`src/rtl/pipe_stage_skid_if.sv`:
```
// Valid/ready handshake bundle around one pipeline stage (upstream side + downstream side).
interface pipe_stage_skid_if #(
  parameter int unsigned DATA_W = 16
);
  logic              in_valid;
  logic [DATA_W-1:0] in_data;
  logic              in_ready;
  logic              out_valid;
  logic [DATA_W-1:0] out_data;
  logic              out_ready;

  // Environment side: drives the upstream beat and the downstream ready.
  modport master (
    output in_valid, in_data, out_ready,
    input  in_ready, out_valid, out_data
  );

  // Stage side: accepts upstream beats and presents the head downstream.
  modport slave (
    input  in_valid, in_data, out_ready,
    output in_ready, out_valid, out_data
  );
endinterface

```
`src/rtl/pipe_stage_skid.sv`:
```
// Registered pipeline stage with a 2-entry skid buffer and synchronous flush.
// Every output, including in_ready, comes straight from a flop.
module pipe_stage_skid #(
  parameter int unsigned       DATA_W     = 16,
  parameter logic [DATA_W-1:0] NOP_VALUE  = DATA_W'(0),
  parameter bit                FLUSH_KEEP = 1'b0
) (
  input  logic                   clk,
  input  logic                   rst_n,
  pipe_stage_skid_if.slave       bus,
  input  logic                   flush_in,
  output logic                   flush_out,
  output logic [1:0]             occupancy
);

  typedef enum logic [1:0] {
    ST_EMPTY = 2'd0,
    ST_ONE   = 2'd1,
    ST_TWO   = 2'd2
  } state_e;

  state_e            state_q, state_d;
  logic [DATA_W-1:0] head_q, head_d;
  logic [DATA_W-1:0] skid_q, skid_d;
  logic              in_ready_q, in_ready_d;
  logic              out_valid_q, out_valid_d;
  logic [DATA_W-1:0] out_data_q, out_data_d;
  logic [1:0]        occupancy_q, occupancy_d;
  logic              flush_out_q, flush_out_d;
  logic              in_fire, out_fire;

  assign in_fire  = bus.in_valid & in_ready_q;
  assign out_fire = out_valid_q & bus.out_ready;

  // Next state, storage and registered output values.
  always_comb begin
    state_d     = state_q;
    head_d      = head_q;
    skid_d      = skid_q;
    flush_out_d = flush_in;

    if (flush_in) begin
      // Flush wins over everything; optionally the beat offered now survives.
      if (FLUSH_KEEP && in_fire) begin
        head_d  = bus.in_data;
        state_d = ST_ONE;
      end else begin
        state_d = ST_EMPTY;
      end
    end else begin
      case (state_q)
        ST_EMPTY: begin
          if (in_fire) begin
            head_d  = bus.in_data;
            state_d = ST_ONE;
          end
        end
        ST_ONE: begin
          if (in_fire && out_fire) begin
            head_d  = bus.in_data;
          end else if (in_fire) begin
            skid_d  = bus.in_data;
            state_d = ST_TWO;
          end else if (out_fire) begin
            state_d = ST_EMPTY;
          end
        end
        ST_TWO: begin
          // in_ready_q is low here, so only the drain path exists.
          if (out_fire) begin
            head_d  = skid_q;
            state_d = ST_ONE;
          end
        end
        default: state_d = ST_EMPTY;
      endcase
    end

    out_valid_d = (state_d != ST_EMPTY);
    out_data_d  = out_valid_d ? head_d : NOP_VALUE;
    in_ready_d  = (state_d != ST_TWO);

    case (state_d)
      ST_ONE:  occupancy_d = 2'd1;
      ST_TWO:  occupancy_d = 2'd2;
      default: occupancy_d = 2'd0;
    endcase
  end

  // State and output registers; reset leaves the stage empty and showing a bubble.
  always_ff @(posedge clk or negedge rst_n) begin
    if (!rst_n) begin
      state_q     <= ST_EMPTY;
      head_q      <= NOP_VALUE;
      skid_q      <= NOP_VALUE;
      in_ready_q  <= 1'b1;
      out_valid_q <= 1'b0;
      out_data_q  <= NOP_VALUE;
      occupancy_q <= 2'd0;
      flush_out_q <= 1'b0;
    end else begin
      state_q     <= state_d;
      head_q      <= head_d;
      skid_q      <= skid_d;
      in_ready_q  <= in_ready_d;
      out_valid_q <= out_valid_d;
      out_data_q  <= out_data_d;
      occupancy_q <= occupancy_d;
      flush_out_q <= flush_out_d;
    end
  end

  assign bus.in_ready  = in_ready_q;
  assign bus.out_valid = out_valid_q;
  assign bus.out_data  = out_data_q;
  assign occupancy     = occupancy_q;
  assign flush_out     = flush_out_q;

endmodule

```
`src/flat_wrapper.sv`:
```
// flat-port wrapper written by rule: the top's interface ports become plain ports
module pipe_stage_skid_flat 
#(
  parameter int unsigned       DATA_W     = 16,
  parameter logic [DATA_W-1:0] NOP_VALUE  = DATA_W'(0),
  parameter bit                FLUSH_KEEP = 1'b0
)
  (clk, rst_n, flush_in, flush_out, occupancy, bus_in_valid, bus_in_data, bus_out_ready, bus_in_ready, bus_out_valid, bus_out_data);
  pipe_stage_skid_if #(.DATA_W(DATA_W)) bus_i ();
  input  logic clk;
  input  logic rst_n;
  input  logic flush_in;
  output logic flush_out;
  output logic [1:0] occupancy;
  input wire logic [$bits(bus_i.in_valid)-1:0] bus_in_valid;
  input wire logic [$bits(bus_i.in_data)-1:0] bus_in_data;
  input wire logic [$bits(bus_i.out_ready)-1:0] bus_out_ready;
  output wire logic [$bits(bus_i.in_ready)-1:0] bus_in_ready;
  output wire logic [$bits(bus_i.out_valid)-1:0] bus_out_valid;
  output wire logic [$bits(bus_i.out_data)-1:0] bus_out_data;
  assign bus_i.in_valid = bus_in_valid;
  assign bus_i.in_data = bus_in_data;
  assign bus_i.out_ready = bus_out_ready;
  assign bus_in_ready = bus_i.in_ready;
  assign bus_out_valid = bus_i.out_valid;
  assign bus_out_data = bus_i.out_data;
  pipe_stage_skid #(.DATA_W(DATA_W), .NOP_VALUE(NOP_VALUE), .FLUSH_KEEP(FLUSH_KEEP)) u_core (.clk(clk), .rst_n(rst_n), .bus(bus_i), .flush_in(flush_in), .flush_out(flush_out), .occupancy(occupancy));
endmodule
```
`config.mk`:
```
export PLATFORM = sky130hd
export DESIGN_NAME = pipe_stage_skid_flat
export DESIGN_NICKNAME = d
export VERILOG_FILES = /design/src/rtl/pipe_stage_skid_if.sv /design/src/rtl/pipe_stage_skid.sv /design/src/flat_wrapper.sv
export SDC_FILE = /design/constraint.sdc
export NUM_CORES = 1
export LEC_CHECK = 0
export ABC_AREA = 1
export CAP_MARGIN = 10
export CORE_ASPECT_RATIO = 0.7
export CORE_MARGIN = 4
export CORE_UTILIZATION = 55
export CTS_BUF_LIST = sky130_fd_sc_hd__clkbuf_2
export CTS_CLUSTER_DIAMETER = 60
export DETAILED_ROUTE_END_ITERATION = 8
export HOLD_SLACK_MARGIN = 0.15
export PLACE_DENSITY_LB_ADDON = 0.08
export SLEW_MARGIN = 10
export SYNTH_ARGS = -nofsm -noshare
export SYNTH_HDL_FRONTEND = slang
export SYNTH_SLANG_ARGS = --single-unit
```
`constraint.sdc`:
```
create_clock -name clk -period 2.9 [get_ports clk]
set_input_delay 0.435 -clock clk [delete_from_list [all_inputs] [get_ports clk]]
set_output_delay 0.435 -clock clk [all_outputs]
set_load 0.005 [all_outputs]
```
==> impl_metrics.env, run 1 <==
export IMPL_clkSinkCount=55
export IMPL_synth_top_area_share_pct=55.96
export IMPL_cts_resized=0
export IMPL_synth_seq_cells=55
export IMPL_grt_remaining_overflow=0
export IMPL_rr_startpoint="u_core.state_q[0]$_DFF_PN0_"
export IMPL_setup_ws_ns=0.9737
export IMPL_syn_num_nets=302
export IMPL_leakagePower_nw=1.457
export IMPL_layout_drive_gt1_share_pct=7.430
export IMPL_cts_tree="built"
export IMPL_critical_path_top_delay_family="flip-flops"
export IMPL_hold_violations=0
export IMPL_path_buf_inv=1
export IMPL_grt_pass1_wl_um=8783
export IMPL_io_buffers=41
export IMPL_wirelength_um=5347
export IMPL_relSlewSlack_pct=63.94
export IMPL_cts_setup_buffers=0
export IMPL_dpl_cell_area_um2=2843
export IMPL_final_area_um2=2899
export IMPL_ys_seq_area_share_pct=57.05
export IMPL_layoutNonFillerInstCount=375
export IMPL_drc=0
export IMPL_power_density_nw_per_um2=629.9
export IMPL_synth_warnings=0
export IMPL_place_hpwl_um=3671
export IMPL_core_region_area_um2=4065
export IMPL_nFillCells=316
export IMPL_h_tree_depth=2
export IMPL_clkLatencyLatePin_ns=0.43
export IMPL_rsz0062_at_grt="false"
export IMPL_holdBufCountCts=1
export IMPL_yosysUniqueCellTypes=23
export IMPL_outcome="finished, final reports clean"
export IMPL_tightest_slew_ns=0.5388
export IMPL_clock_skew_ns=0.02066
export IMPL_crit_start="u_core.bus.in_ready$_DFF_PN1_"
export IMPL_grt_pass1_vias=1796
export IMPL_path_clk_slew_ns=0.27
export IMPL_cp_cell_sequence="clkdlybuf4s50_1"
export IMPL_rows=19
export IMPL_grt_usage_pct=20.20
export IMPL_final_setup_tns_ns=0
export IMPL_antenna_left=0
export IMPL_grt_max_degree=33
export IMPL_cts_root_buffer_cell="clkbuf_2"
export IMPL_use_met3_pct=4.818
export IMPL_crit_arrival_ns=1.49
export IMPL_met1_usage_pct=32.40
export IMPL_cpPeakStageDelay_ns=0.59
export IMPL_die_area_um2=5532
export IMPL_top_usage_layer="met1"
export IMPL_rr_worst_depth=6
export IMPL_period_share_pct=66.42
export IMPL_period_needed_ns=1.926
export IMPL_syn_avg_cell_area_um2=8.594
export IMPL_endpoint="bus_in_ready"
export IMPL_antenna_found_initial=0
export IMPL_rrSetupSlack_ns=1.05
export IMPL_maxCapViolCount=0
export IMPL_synth_area_um2=2415
export IMPL_dp_slack_ns=0.7189
export IMPL_num_antenna_cells=0
export IMPL_dieWidth_um=87.20
export IMPL_io_pins=42
export IMPL_place_inst=366
export IMPL_crit_required_ns=2.47
export IMPL_endpoint_kind="output port"
export IMPL_final_max_slew_violation_count=0
export IMPL_wl_per_cell_um=14.26
export IMPL_crit_slowest_cell="dfstp_2"
export IMPL_ir_drop_v=0.0003575
export IMPL_fmax_mhz=519.1
export IMPL_critical_path_depth=1
export IMPL_setup_viol=0
export IMPL_hold_ws_ns=0.4488
export IMPL_critPathKind="flip-flop to output port"
export IMPL_ys_top_cells_by_area="dfrtp_1, nand2_1, nand3_1"
export IMPL_critical_path_max_fanout=2
export IMPL_met2_usage_pct=28.31
export IMPL_drt_iter0_drc=151
export IMPL_min_path_type="input pin to asynchronous set/reset pin"
export IMPL_start_kind="flip-flop"
export IMPL_synth_top_cell_by_area="dfrtp_1"
export IMPL_r2r_end="u_core.bus.out_data[4]$_DFF_PN0_"
export IMPL_place_gp_congestion=0.7740
export IMPL_vias_per_cell=5.384
export IMPL_area_growth_pct=20.05
export IMPL_cts_inserted_buffers=5
export IMPL_syn_inst=281
export IMPL_layout_nets=343
export IMPL_start_util_pct=59.40
export IMPL_cts_max_path_buffers=2
export IMPL_drt_pass1_iterations=5
export IMPL_vias=2019
export IMPL_die_y_um=63.44
[cell type report]
type	instances	area (µm²)	share of cell area, %
well taps	52	65.06	2.244
inverters	23	86.33	2.978
clock inverters	2	16.27	0.5611
repair buffers	46	445.4	15.36
clock buffers	6	30.03	1.036
multi-input cells	191	878.3	30.30
flip-flops and latches	55	1378	47.52
[worst min path at each step]
stage	end	slack, ns	depth (start not counted)
floorplan	u_core.bus.out_data[0]$_DFF_PN0_	0.14	0
global placement	u_core.bus.out_data[1]$_DFF_PN0_	0.43	1
detailed placement	u_core.bus.out_data[2]$_DFF_PN0_	0.44	1
CTS	u_core.bus.out_data[2]$_DFF_PN0_	0.45	2
global route	u_core.bus.out_data[2]$_DFF_PN0_	0.45	2
finish	u_core.bus.out_data[2]$_DFF_PN0_	0.45	2
[through the flow]
step                utilization [%]  power (mW)
floorplan                         -       1.328
global placement              69.93       1.505
detailed placement            69.93       1.531
CTS                           71.31       1.827
global route                  71.31       1.946
finish                        71.31       1.826
[layout by cell type, fill, tap and decap left out]
master / Yosys / routed
clkinvlp_4: 0 / 1
nor2_4: 2 / 2
o21ai_2: 1 / 1
clkdlybuf4s50_1: 0 / 40
nand3_1: 47 / 47
inv_2: 1 / 1
dfstp_2: 1 / 1
nor2_1: 18 / 18
a21oi_1: 18 / 18
buf_4: 1 / 4
clkinv_1: 1 / 1
nand2_1: 82 / 82
a21oi_4: 1 / 1
dlygate4sd3_1: 0 / 1
o21ai_0: 15 / 15
buf_2: 6 / 1
nand3_2: 1 / 1
dfrtp_1: 54 / 54
nand2_2: 3 / 3
o21ai_1: 2 / 2
inv_1: 21 / 21
clkbuf_2: 1 / 6
o21ai_4: 1 / 1
inv_6: 0 / 1
[synthesized netlist by cell type, drive strengths merged]
| master | n |
|---|---|
| nand2 | 85 |
| a21oi | 19 |
| buf | 10 |
| clkinv | 1 |
| o21ai | 19 |
| dfstp | 1 |
| dfrtp | 54 |
| nor2 | 20 |
| inv | 22 |
| nand3 | 48 |
| clkbuf | 2 |
[sequential cells by signal, summed over array words and instances (netlist names)]
register and flops:
u_core.bus.in_ready 1, u_core.skid_q 16, u_core.head_q 16, u_core.bus.out_data 16, u_core.flush_out 1, u_core.bus.out_valid 1
u_core.occupancy 2, u_core.state_q 2
[power breakdown]
| group | internal (mW) | switching (mW) |
|---|---|---|
| clock network | 0.0663 | 0.239 |
| registers | 0.964 | 0.0920 |
| logic | 0.201 | 0.263 |
[routing by layer]
metal  vias up  wire length [µm]  part of all wire [%]
met2        99              2330                    44
met1       930              2485                    46
li1        984                 -                     -
met3         6               496                   9.3
met5         -                 0                     0
met4         0                34                  0.64
[logic make-up after synthesis]
logic type	after synthesis	share of synthesized area [%]
buffers and inverters	35	6.580
AND/OR/NAND/NOR	153	27.41
flip-flops	55	57.05
AO/OA/AOI/OAI	38	8.964
No activity file was read; power rests on OpenSTA's default activity.
==> inputs of run 2 (changes only) <==
- CORE_UTILIZATION: 55 -> 54
- clock period: 2.9 -> 1.9 ns (I/O delays scaled with it)
==> run 2 against run 1 <==
- die area increased by 1.6%
- count of clock-buffer cells in the layout decreased by 1
- first-iteration DRC count decreased by 26%
- clock power increased by 66%
- flip-flop and latch count unchanged
- clock skew decreased by 0.0057 ns
- register-to-register slack got worse by 0.71 ns
- core utilization decreased by 1.7 points
- sequential power increased by 52%
- highest routed layer unchanged
==> impl_metrics.env, run 2 (same netlist as run 1, synthesis figures left out) <==
export IMPL_outcome="finished, final reports clean"
export IMPL_power_density_nw_per_um2=948.8
export IMPL_endpoint_kind="output port"
export IMPL_crit_arrival_ns=1.42
export IMPL_final_cell_mix="nand2_1, dfrtp_1, nand3_1"
export IMPL_layout_drive_gt1_share_pct=10.21
export IMPL_num_antenna_cells=0
export IMPL_wl_per_cell_um=13.84
export IMPL_grt_pass1_vias=1768
export IMPL_grt_max_degree=34
export IMPL_final_common_cell="nand2_1"
export IMPL_cts_max_path_buffers=2
export IMPL_relSlewSlack_pct=64.37
export IMPL_setup_viol=0
export IMPL_leakagePower_nw=1.518
export IMPL_die_y_um=63.95
export IMPL_grt_remaining_overflow=0
export IMPL_drt_iter0_drc=111
export IMPL_cts_tree="built"
export IMPL_area_growth_pct=24.72
export IMPL_core_region_area_um2=4329
export IMPL_drc=0
export IMPL_vias_per_cell=5.106
export IMPL_cts_root_buffer_cell="clkbuf_2"
export IMPL_clkLatencyLatePin_ns=0.46
export IMPL_critical_path_top_delay_family="buffers and inverters"
export IMPL_crit_slowest_cell="clkdlybuf4s50_1"
export IMPL_cpPeakStageDelay_ns=0.52
export IMPL_min_path_type="input pin to asynchronous set/reset pin"
export IMPL_critPathKind="flip-flop to output port"
export IMPL_layout_nets=353
export IMPL_rrSetupSlack_ns=0.34
export IMPL_place_gp_congestion=0.8120
export IMPL_io_pins=42
export IMPL_antenna_found_initial=0
export IMPL_nFillCells=347
export IMPL_critical_path_max_fanout=2
export IMPL_tightest_slew_ns=0.5345
export IMPL_die_area_um2=5623
export IMPL_path_buf_inv=1
export IMPL_cp_cell_sequence="clkdlybuf4s50_1"
export IMPL_fmax_mhz=586.2
export IMPL_path_clk_slew_ns=0.30
export IMPL_drt_pass1_iterations=4
export IMPL_antenna_left=0
export IMPL_maxCapViolCount=0
export IMPL_wirelength_um=5368
export IMPL_hold_violations=0
export IMPL_dieWidth_um=87.93
export IMPL_final_max_slew_violation_count=0
export IMPL_start_util_pct=55.78
export IMPL_h_tree_depth=2
export IMPL_start_kind="flip-flop"
export IMPL_clkSinkCount=55
export IMPL_grt_pass1_wl_um=8832
export IMPL_grt_usage_pct=20.49
export IMPL_clock_skew_ns=0.01493
export IMPL_period_share_pct=89.79
export IMPL_crit_required_ns=1.62
export IMPL_rows=20
export IMPL_ir_drop_v=0.0006419
export IMPL_place_hpwl_um=3774
export IMPL_rsz0062_at_grt="false"
export IMPL_io_buffers=41
export IMPL_final_setup_tns_ns=0
export IMPL_total_power_mw=2.857
export IMPL_cts_inserted_buffers=5
export IMPL_vias=1981
export IMPL_period_needed_ns=1.706
run 2: stage by stage:
step	cells	instance area, µm²	hold WS (ns)	setup slack (ns)	util [%]
floorplan	281	2415	-0.01059	0.5091	-
global placement	379	2947	0.2878	0.2175	68.06
detailed placement	379	2947	0.2967	0.1648	68.06
CTS	388	3009	0.2805	0.03275	69.51
global route	388	3012	0.2715	0.09045	69.57
finish	388	3012	0.2822	0.1940	69.57
run 2: worst register-to-register path, stage by stage, from the launching register on:
cell and delay, ns:
dfrtp_1 0.57, inv_2 0.11, nor2_4 0.33, nand3_1 0.13, nand3_1 0.17, nand2_1 0.10, a21oi_1 0.12
run 2: worst paths after layout:
check                                                     from                          endpoint  cells after the start
worst min register to register     u_core.head_q[13]$_DFF_PN0_       u_core.head_q[13]$_DFF_PN0_                      2
worst max-delay path            u_core.bus.out_valid$_DFF_PN0_                     bus_out_valid                      1
max in group asynchronous                                rst_n     u_core.bus.in_ready$_DFF_PN1_                      3
worst min-delay path                                     rst_n  u_core.bus.out_data[3]$_DFF_PN0_                      2
min in group clk                                      flush_in        u_core.flush_out$_DFF_PN0_                      1
worst max register to register     u_core.state_q[1]$_DFF_PN0_  u_core.bus.out_data[1]$_DFF_PN0_                      6
run 2: timing repair:
item	CTS	global route
buffers inserted	0	0
endpoints found under the hold margin	36	0
endpoints found under the setup margin	0	1
gates resized for setup	0	1
hold buffers	1	0
run 2: cell type report:
cell class | count | area (µm²) | share of cell area [%]
clock buffer | 5 | 25.02 | 0.8309
inverter | 23 | 86.33 | 2.867
sequential | 55 | 1378 | 45.74
multi-input combinational | 191 | 878.3 | 29.16
tap | 55 | 68.82 | 2.285
timing repair buffer | 56 | 548.0 | 18.20
clock inverter | 3 | 27.53 | 0.9140
run 2: power by group:
| part | internal (mW) | switching (mW) | total (mW) | leakage [nW] |
|---|---|---|---|---|
| sequential | 1.47 | 0.140 | 1.61 | 0.706 |
| clock | 0.106 | 0.401 | 0.507 | 0.0315 |
| combinational | 0.345 | 0.394 | 0.739 | 0.780 |
run 2: per-layer routing:
metal / track usage (%) / part of all wire, % / up-vias
met5: 0 / 0 / -
met4: 5.364 / 0.82 / 0
met3: 4.639 / 7.3 / 7
met2: 26.88 / 41 / 67
met1: 33.47 / 51 / 896
li1: - / - / 1011
==> inputs of run 3 (changes only) <==
- TNS_END_PERCENT: not set -> 1
==> results of run 3 <==
No change in the layout: final DEF, timing and power equal those of run 2.
